$ cat src/rtl/proc_pipe_pkg.sv
// Shared pipeline types: default datapath/regfile widths and the MEM/WB payload.
package proc_pipe_pkg;

  localparam int unsigned PROC_DATA_WIDTH        = 16;
  localparam int unsigned PROC_REGFILE_LOG2_DEEP = 5;

  localparam logic [PROC_REGFILE_LOG2_DEEP-1:0] REG_ZERO = '0;

  typedef struct packed {
    logic                              reg_write_en;
    logic                              mem_to_reg;
    logic [PROC_REGFILE_LOG2_DEEP-1:0] addr;
    logic [PROC_DATA_WIDTH-1:0]        alu;
    logic [PROC_DATA_WIDTH-1:0]        mem_data;
  } memwb_payload_t;

  // Occupancy of a 2-entry skid buffer, encoded as {skid_valid, main_valid}.
  typedef enum logic [1:0] {
    SKID_EMPTY = 2'b00,
    SKID_ONE   = 2'b01,
    SKID_FULL  = 2'b11
  } skid_state_e;

endpackage

$ cat src/rtl/pipe_skid_buf.sv
// Generic 2-entry valid/ready skid buffer with synchronous flush and a
// sideband bit whose output register is pre-qualified by the output valid.
module pipe_skid_buf #(
  parameter int unsigned W = 8
) (
  input  logic         clk_i,
  input  logic         rst_ni,
  input  logic         flush_i,
  input  logic         s_valid_i,
  output logic         s_ready_o,
  input  logic [W-1:0] s_data_i,
  input  logic         s_qual_i,
  output logic         m_valid_o,
  input  logic         m_ready_i,
  output logic [W-1:0] m_data_o,
  output logic         m_qual_o
);
  import proc_pipe_pkg::*;

  logic [W-1:0] r_main;
  logic [W-1:0] r_skid;
  logic         r_main_valid;
  logic         r_skid_valid;
  logic         r_main_q;
  logic         r_skid_q;
  logic         r_s_ready;

  skid_state_e  w_state;
  logic         w_accept;
  logic         w_present;
  logic         w_main_load;
  logic         w_skid_load;
  logic [W-1:0] w_main_din;
  logic         w_main_din_q;
  logic         w_main_valid_nxt;
  logic         w_skid_valid_nxt;

  assign w_state   = skid_state_e'({r_skid_valid, r_main_valid});
  assign w_accept  = s_valid_i & r_s_ready;
  assign w_present = r_main_valid & m_ready_i;

  always_comb begin
    w_main_valid_nxt = r_main_valid;
    w_skid_valid_nxt = r_skid_valid;
    w_main_load      = 1'b0;
    w_skid_load      = 1'b0;
    w_main_din       = s_data_i;
    w_main_din_q     = s_qual_i;
    if (flush_i) begin
      w_main_valid_nxt = 1'b0;
      w_skid_valid_nxt = 1'b0;
    end else begin
      case (w_state)
        SKID_EMPTY: begin
          if (w_accept) begin
            w_main_load      = 1'b1;
            w_main_valid_nxt = 1'b1;
          end
        end
        SKID_ONE: begin
          if (w_accept && w_present) begin
            w_main_load = 1'b1;
          end else if (w_accept) begin
            w_skid_load      = 1'b1;
            w_skid_valid_nxt = 1'b1;
          end else if (w_present) begin
            w_main_valid_nxt = 1'b0;
          end
        end
        SKID_FULL: begin
          // s_ready is low here, so the only event is draining skid into main
          if (w_present) begin
            w_main_load      = 1'b1;
            w_main_din       = r_skid;
            w_main_din_q     = r_skid_q;
            w_skid_valid_nxt = 1'b0;
          end
        end
        default: begin
          w_main_valid_nxt = 1'b0;
          w_skid_valid_nxt = 1'b0;
        end
      endcase
    end
  end

  always_ff @(posedge clk_i or negedge rst_ni) begin
    if (!rst_ni) begin
      r_main       <= '0;
      r_skid       <= '0;
      r_main_valid <= 1'b0;
      r_skid_valid <= 1'b0;
      r_main_q     <= 1'b0;
      r_skid_q     <= 1'b0;
      r_s_ready    <= 1'b1;
    end else begin
      r_main_valid <= w_main_valid_nxt;
      r_skid_valid <= w_skid_valid_nxt;
      r_s_ready    <= ~w_skid_valid_nxt;
      r_main_q     <= w_main_valid_nxt & (w_main_load ? w_main_din_q : r_main_q);
      if (w_main_load) begin
        r_main <= w_main_din;
      end
      if (w_skid_load) begin
        r_skid   <= s_data_i;
        r_skid_q <= s_qual_i;
      end
    end
  end

  assign s_ready_o = r_s_ready;
  assign m_valid_o = r_main_valid;
  assign m_data_o  = r_main;
  assign m_qual_o  = r_main_q;

endmodule

$ cat src/rtl/memwb_skid_stage.sv
// MEM/WB pipeline stage: skid-buffered payload with x0 write suppression.
// Define MEMWB_WB_MUX_EN to add the registered writeback-data mux output wb_data_o.
module memwb_skid_stage #(
  parameter int unsigned PROC_DATA_WIDTH        = proc_pipe_pkg::PROC_DATA_WIDTH,
  parameter int unsigned PROC_REGFILE_LOG2_DEEP = proc_pipe_pkg::PROC_REGFILE_LOG2_DEEP,
  parameter bit          ZERO_REG_HARDWIRED     = 1'b1
) (
  input  logic                              clk_i,
  input  logic                              rst_ni,
  input  logic                              flush_i,
  input  logic                              s_valid_i,
  output logic                              s_ready_o,
  input  logic                              reg_write_en_i,
  input  logic                              mem_to_reg_i,
  input  logic [PROC_REGFILE_LOG2_DEEP-1:0] reg_write_addr_i,
  input  logic [PROC_DATA_WIDTH-1:0]        alu_i,
  input  logic [PROC_DATA_WIDTH-1:0]        mem_data_i,
  output logic                              m_valid_o,
  input  logic                              m_ready_i,
  output logic                              reg_write_en_o,
  output logic                              mem_to_reg_o,
  output logic [PROC_REGFILE_LOG2_DEEP-1:0] reg_write_addr_o,
  output logic [PROC_DATA_WIDTH-1:0]        alu_o,
`ifdef MEMWB_WB_MUX_EN
  output logic [PROC_DATA_WIDTH-1:0]        mem_data_o,
  output logic [PROC_DATA_WIDTH-1:0]        wb_data_o
`else
  output logic [PROC_DATA_WIDTH-1:0]        mem_data_o
`endif
);
  import proc_pipe_pkg::*;

  localparam int unsigned PW = $bits(memwb_payload_t);
`ifdef MEMWB_WB_MUX_EN
  localparam int unsigned BW = PW - 1 + PROC_DATA_WIDTH;
`else
  localparam int unsigned BW = PW - 1;
`endif

  memwb_payload_t w_in;
  logic           w_is_x0;
  logic [BW-1:0]  w_s_data;
  logic [BW-1:0]  w_m_data;

  assign w_is_x0 = ZERO_REG_HARDWIRED && (reg_write_addr_i == REG_ZERO);

  always_comb begin
    w_in              = '0;
    w_in.reg_write_en = reg_write_en_i & ~w_is_x0;
    w_in.mem_to_reg   = mem_to_reg_i;
    w_in.addr         = reg_write_addr_i;
    w_in.alu          = alu_i;
    w_in.mem_data     = mem_data_i;
  end

  // The write enable rides the buffer's qualified sideband so the output
  // register already includes the m_valid_o gating.
`ifdef MEMWB_WB_MUX_EN
  assign w_s_data = {w_in.mem_to_reg, w_in.addr, w_in.alu, w_in.mem_data,
                     (mem_to_reg_i ? mem_data_i : alu_i)};
  assign {mem_to_reg_o, reg_write_addr_o, alu_o, mem_data_o, wb_data_o} = w_m_data;
`else
  assign w_s_data = {w_in.mem_to_reg, w_in.addr, w_in.alu, w_in.mem_data};
  assign {mem_to_reg_o, reg_write_addr_o, alu_o, mem_data_o} = w_m_data;
`endif

  pipe_skid_buf #(
    .W (BW)
  ) u_skid (
    .clk_i     (clk_i),
    .rst_ni    (rst_ni),
    .flush_i   (flush_i),
    .s_valid_i (s_valid_i),
    .s_ready_o (s_ready_o),
    .s_data_i  (w_s_data),
    .s_qual_i  (w_in.reg_write_en),
    .m_valid_o (m_valid_o),
    .m_ready_i (m_ready_i),
    .m_data_o  (w_m_data),
    .m_qual_o  (reg_write_en_o)
  );

endmodule

$ cat config.mk
export PLATFORM = sky130hd
export DESIGN_NAME = memwb_skid_stage
export DESIGN_NICKNAME = d
export VERILOG_FILES = /design/src/rtl/proc_pipe_pkg.sv /design/src/rtl/pipe_skid_buf.sv /design/src/rtl/memwb_skid_stage.sv
export SDC_FILE = /design/constraint.sdc
export NUM_CORES = 1
export LEC_CHECK = 0
export CORE_ASPECT_RATIO = 1.75
export CORE_MARGIN = 5
export CORE_UTILIZATION = 50
export CTS_CLUSTER_DIAMETER = 50
export DETAILED_ROUTE_END_ITERATION = 7
export PLACE_DENSITY = 0.91
export SLEW_MARGIN = 5
export SYNTH_ARGS = -nofsm -noshare
export SYNTH_HDL_FRONTEND = slang
export SYNTH_SLANG_ARGS = --single-unit
$ cat constraint.sdc
create_clock -name clk_i -period 2.39 [get_ports clk_i]
set_input_delay 0.239 -clock clk_i [delete_from_list [all_inputs] [get_ports clk_i]]
set_output_delay 0.239 -clock clk_i [all_outputs]
set_load 0.01 [all_outputs]
==> run summary <==
Seq/Total Area, Yosys -> 56.92%
Setup Skew -> 5.573 ps
Slowest cell on crit path -> dfstp_2
worst path arrival time -> 2060 ps
Worst EP required -> 2600 ps
Worst Path Max Fanout -> 39
area growth from synthesis to layout -> 34.97%
H-tree depth -> 3
status -> complete, no violations
Die Height -> 121.7 um
gr usage total -> 18.01%
maximum vdd drop -> 753.1 uV
number of fill cells -> 500
layout cells sized above 1 -> 39.94%
worst slew pin tran -> 520.9 ps
# setup viols final -> 0
DP HPWL -> 5266 um
FP Rows -> 40
unrepaired setup endpoints after global routing -> no
CTS max path bufs -> 2
Syn Inst Count -> 228
Post-CTS Resized -> 0
#FFs+latches synth -> 81
clock-pin transition on the worst setup and hold timing paths -> 60 ps
chip width -> 73.82 um
highest clock rate -> 0.5407 GHz
ratio of final minimum period to clock period -> 77.38%
max_slew headroom -> 65.27%
Die Footprint -> 8981 um2
Skew-Pair Late Insertion Delay -> 330 ps
synth unique cells -> 24
TritonCTS Buffers -> 9
drt total wl -> 7429 um
pwr dens -> 829.9 nW/um2
Worst Setup Start Kind -> flip-flop
EDFF count, synth -> 0
Core Box Area -> 6907 um2
DR pass1 iterations -> 4
initial antenna violation count -> 0
Final Hold Viols -> 0
first-pass GRT wire length -> 11,960 um
CTS tree -> done
Synth async-reset ratio -> 100.0%
Sink Count -> 81
crit-path cells -> a21oi_1 -> a2111oi_4 -> buf_12 -> mux2_2
via density per instance -> 5.317
main flop type after synthesis -> dfrtp_1
Routed WL per cell -> 18.25 um
TNS Setup -> 0 ps
fin crit period -> 1849 ps
LEAKAGE -> 2.012 nW
GR Overflow Total -> 0
clock root buffer -> clkbuf_16
Synth warnings -> 0
initial DRC count -> 102
Post-Syn Area -> 3563 um2
via count -> 2,164
number of global-route vias before repair -> 2,345
total nets after synthesis -> 272
min-delay worst type -> input pin to async pin
Final Wtd Congestion -> 0.7287
WS Path Type -> flip-flop to flip-flop
largest net degree at the start of global routing -> 44
Top-Level Pins -> 85
final core utilization -> 69.64%
Crit. End Element -> flip-flop
critical path's largest stage delay -> 540 ps
# port buffers -> 84
Synth Area per Inst -> 15.63 um2
# nets final -> 362
max cap viols -> 0
effective utilization at floorplan -> 51.59%
antenna fix cells -> 0
drt drc -> 0
Final Max Slew Viols -> 0
CP bufs+invs -> 1
ANT nets after route -> 0
Worst path top cell family by delay -> flip-flops
through the flow:
stage	cell area, um2	total power [mW]	hold slack (ps)	instances	setup WS [ps]
floorplan	3563	2.217	-56.59	228	559.5
global placement	4506	2.651	245.5	390	307.0
detailed placement	4506	2.704	250.4	390	257.5
CTS	4810	4.038	439.0	407	523.8
global route	4810	4.180	475.3	407	487.9
finish	4810	3.992	432.9	407	540.6
synth_stat cells (2+ instances only):
| cell type | instances | area share, % |
|---|---|---|
| buf_6 | 6 | 1.9 |
| mux2_2 | 102 | 32 |
| inv_1 | 2 | 0.21 |
| mux2_1 | 12 | 3.8 |
| buf_2 | 3 | 0.42 |
| o21ai_0 | 3 | 0.42 |
| dfrtp_1 | 80 | 56 |
| a21oi_1 | 3 | 0.42 |
| buf_4 | 2 | 0.42 |
flip-flops by register name (all words and copies together) (netlist names):
register and cells:
u_skid.m_data_o 38, u_skid.r_skid 38, u_skid.m_qual_o 1, u_skid.m_valid_o 1, u_skid.r_skid_q 1, u_skid.r_skid_valid 1, u_skid.s_ready_o 1
final cells by class:
| cell class | count | area [um2] | share of cell area (%) |
|---|---|---|---|
| Clock buffer | 14 | 284.0 | 5.905 |
| Clock inverter | 2 | 10.01 | 0.2081 |
| Inverter | 2 | 7.507 | 0.1561 |
| Multi-Input combinational cell | 133 | 1444 | 30.02 |
| Sequential cell | 81 | 2028 | 42.17 |
| Tap cell | 84 | 105.1 | 2.185 |
| Timing Repair Buffer | 91 | 930.9 | 19.35 |
timing repair:
item / 4_1_cts / 5_1_grt
hold endpoints to repair: 37 / 0
hold buffers: 1 / 0
buffers inserted: 0 / 0
metal layers:
metal  part of all wire [%]  GRT usage [%]
met5                      0              0
met4                    2.9          8.957
met3                    4.3          4.789
met2                     55          31.39
met1                     37          19.53
cell families (layout without fill, tap and decap cells):
family,Yosys count,in the layout,share of synthesized area [%]
AND/OR/NAND/NOR,9,9,2.072
multiplexers,114,114,36.03
AO/OA/AOI/OAI,10,10,1.931
flip-flops,81,81,56.92
buffers and inverters,14,109,3.054
power breakdown:
part           switching [mW]  total, mW  internal, mW
Sequential              0.162       1.84          1.68
Clock                   0.512       1.33         0.814
Combinational           0.281      0.823         0.542
worst reg2reg max path, cell delays in order, from the launching register on:
cell       delay [ps]
dfstp_2           540
a21oi_1           110
a2111oi_4         400
buf_12            290
mux2_2            390
cells in the final DEF, fill, tap and decap left out:
master,Yosys,routed
dfstp_2,1,1
nor4bb_1,1,1
mux2_2,102,102
or3b_4,1,1
a21oi_1,3,3
dlygate4sd3_1,0,1
or4_1,1,1
clkdlybuf4s50_1,0,83
or2_2,1,1
mux2_1,12,12
a2111oi_4,0,1
inv_1,2,2
buf_4,2,4
buf_12,0,3
nor2b_1,1,1
nand4b_1,1,1
clkinv_2,0,2
o21ai_0,3,3
dfrtp_1,80,80
o211ai_1,1,1
a2bb2oi_1,1,1
nand3b_1,1,1
o31ai_1,1,1
and4b_1,1,1
nor2_4,0,1
clkbuf_16,0,9
clkbuf_8,0,4
clkbuf_1,1,1
path summary, 6_finish.rpt:
| check | from | end | slack [ps] | cells after the start |
|---|---|---|---|---|
| setup / recovery | u_skid.s_ready_o$_DFF_PN1_ | u_skid.m_data_o[15]$_DFFE_PN0P_ | 540 | 4 |
| hold / removal | rst_ni | u_skid.m_data_o[5]$_DFFE_PN0P_ | 430 | 2 |
| setup reg to reg | u_skid.s_ready_o$_DFF_PN1_ | u_skid.m_data_o[15]$_DFFE_PN0P_ | 540 | 4 |
| hold reg to reg | u_skid.r_skid[31]$_DFFE_PN0P_ | u_skid.r_skid[31]$_DFFE_PN0P_ | 490 | 1 |
| max in group asynchronous | rst_ni | u_skid.m_data_o[17]$_DFFE_PN0P_ | 1350 | 3 |
| min in group clk_i | u_skid.r_skid[31]$_DFFE_PN0P_ | u_skid.r_skid[31]$_DFFE_PN0P_ | 490 | 1 |
Note: power is estimated with default switching activity, not from simulation.
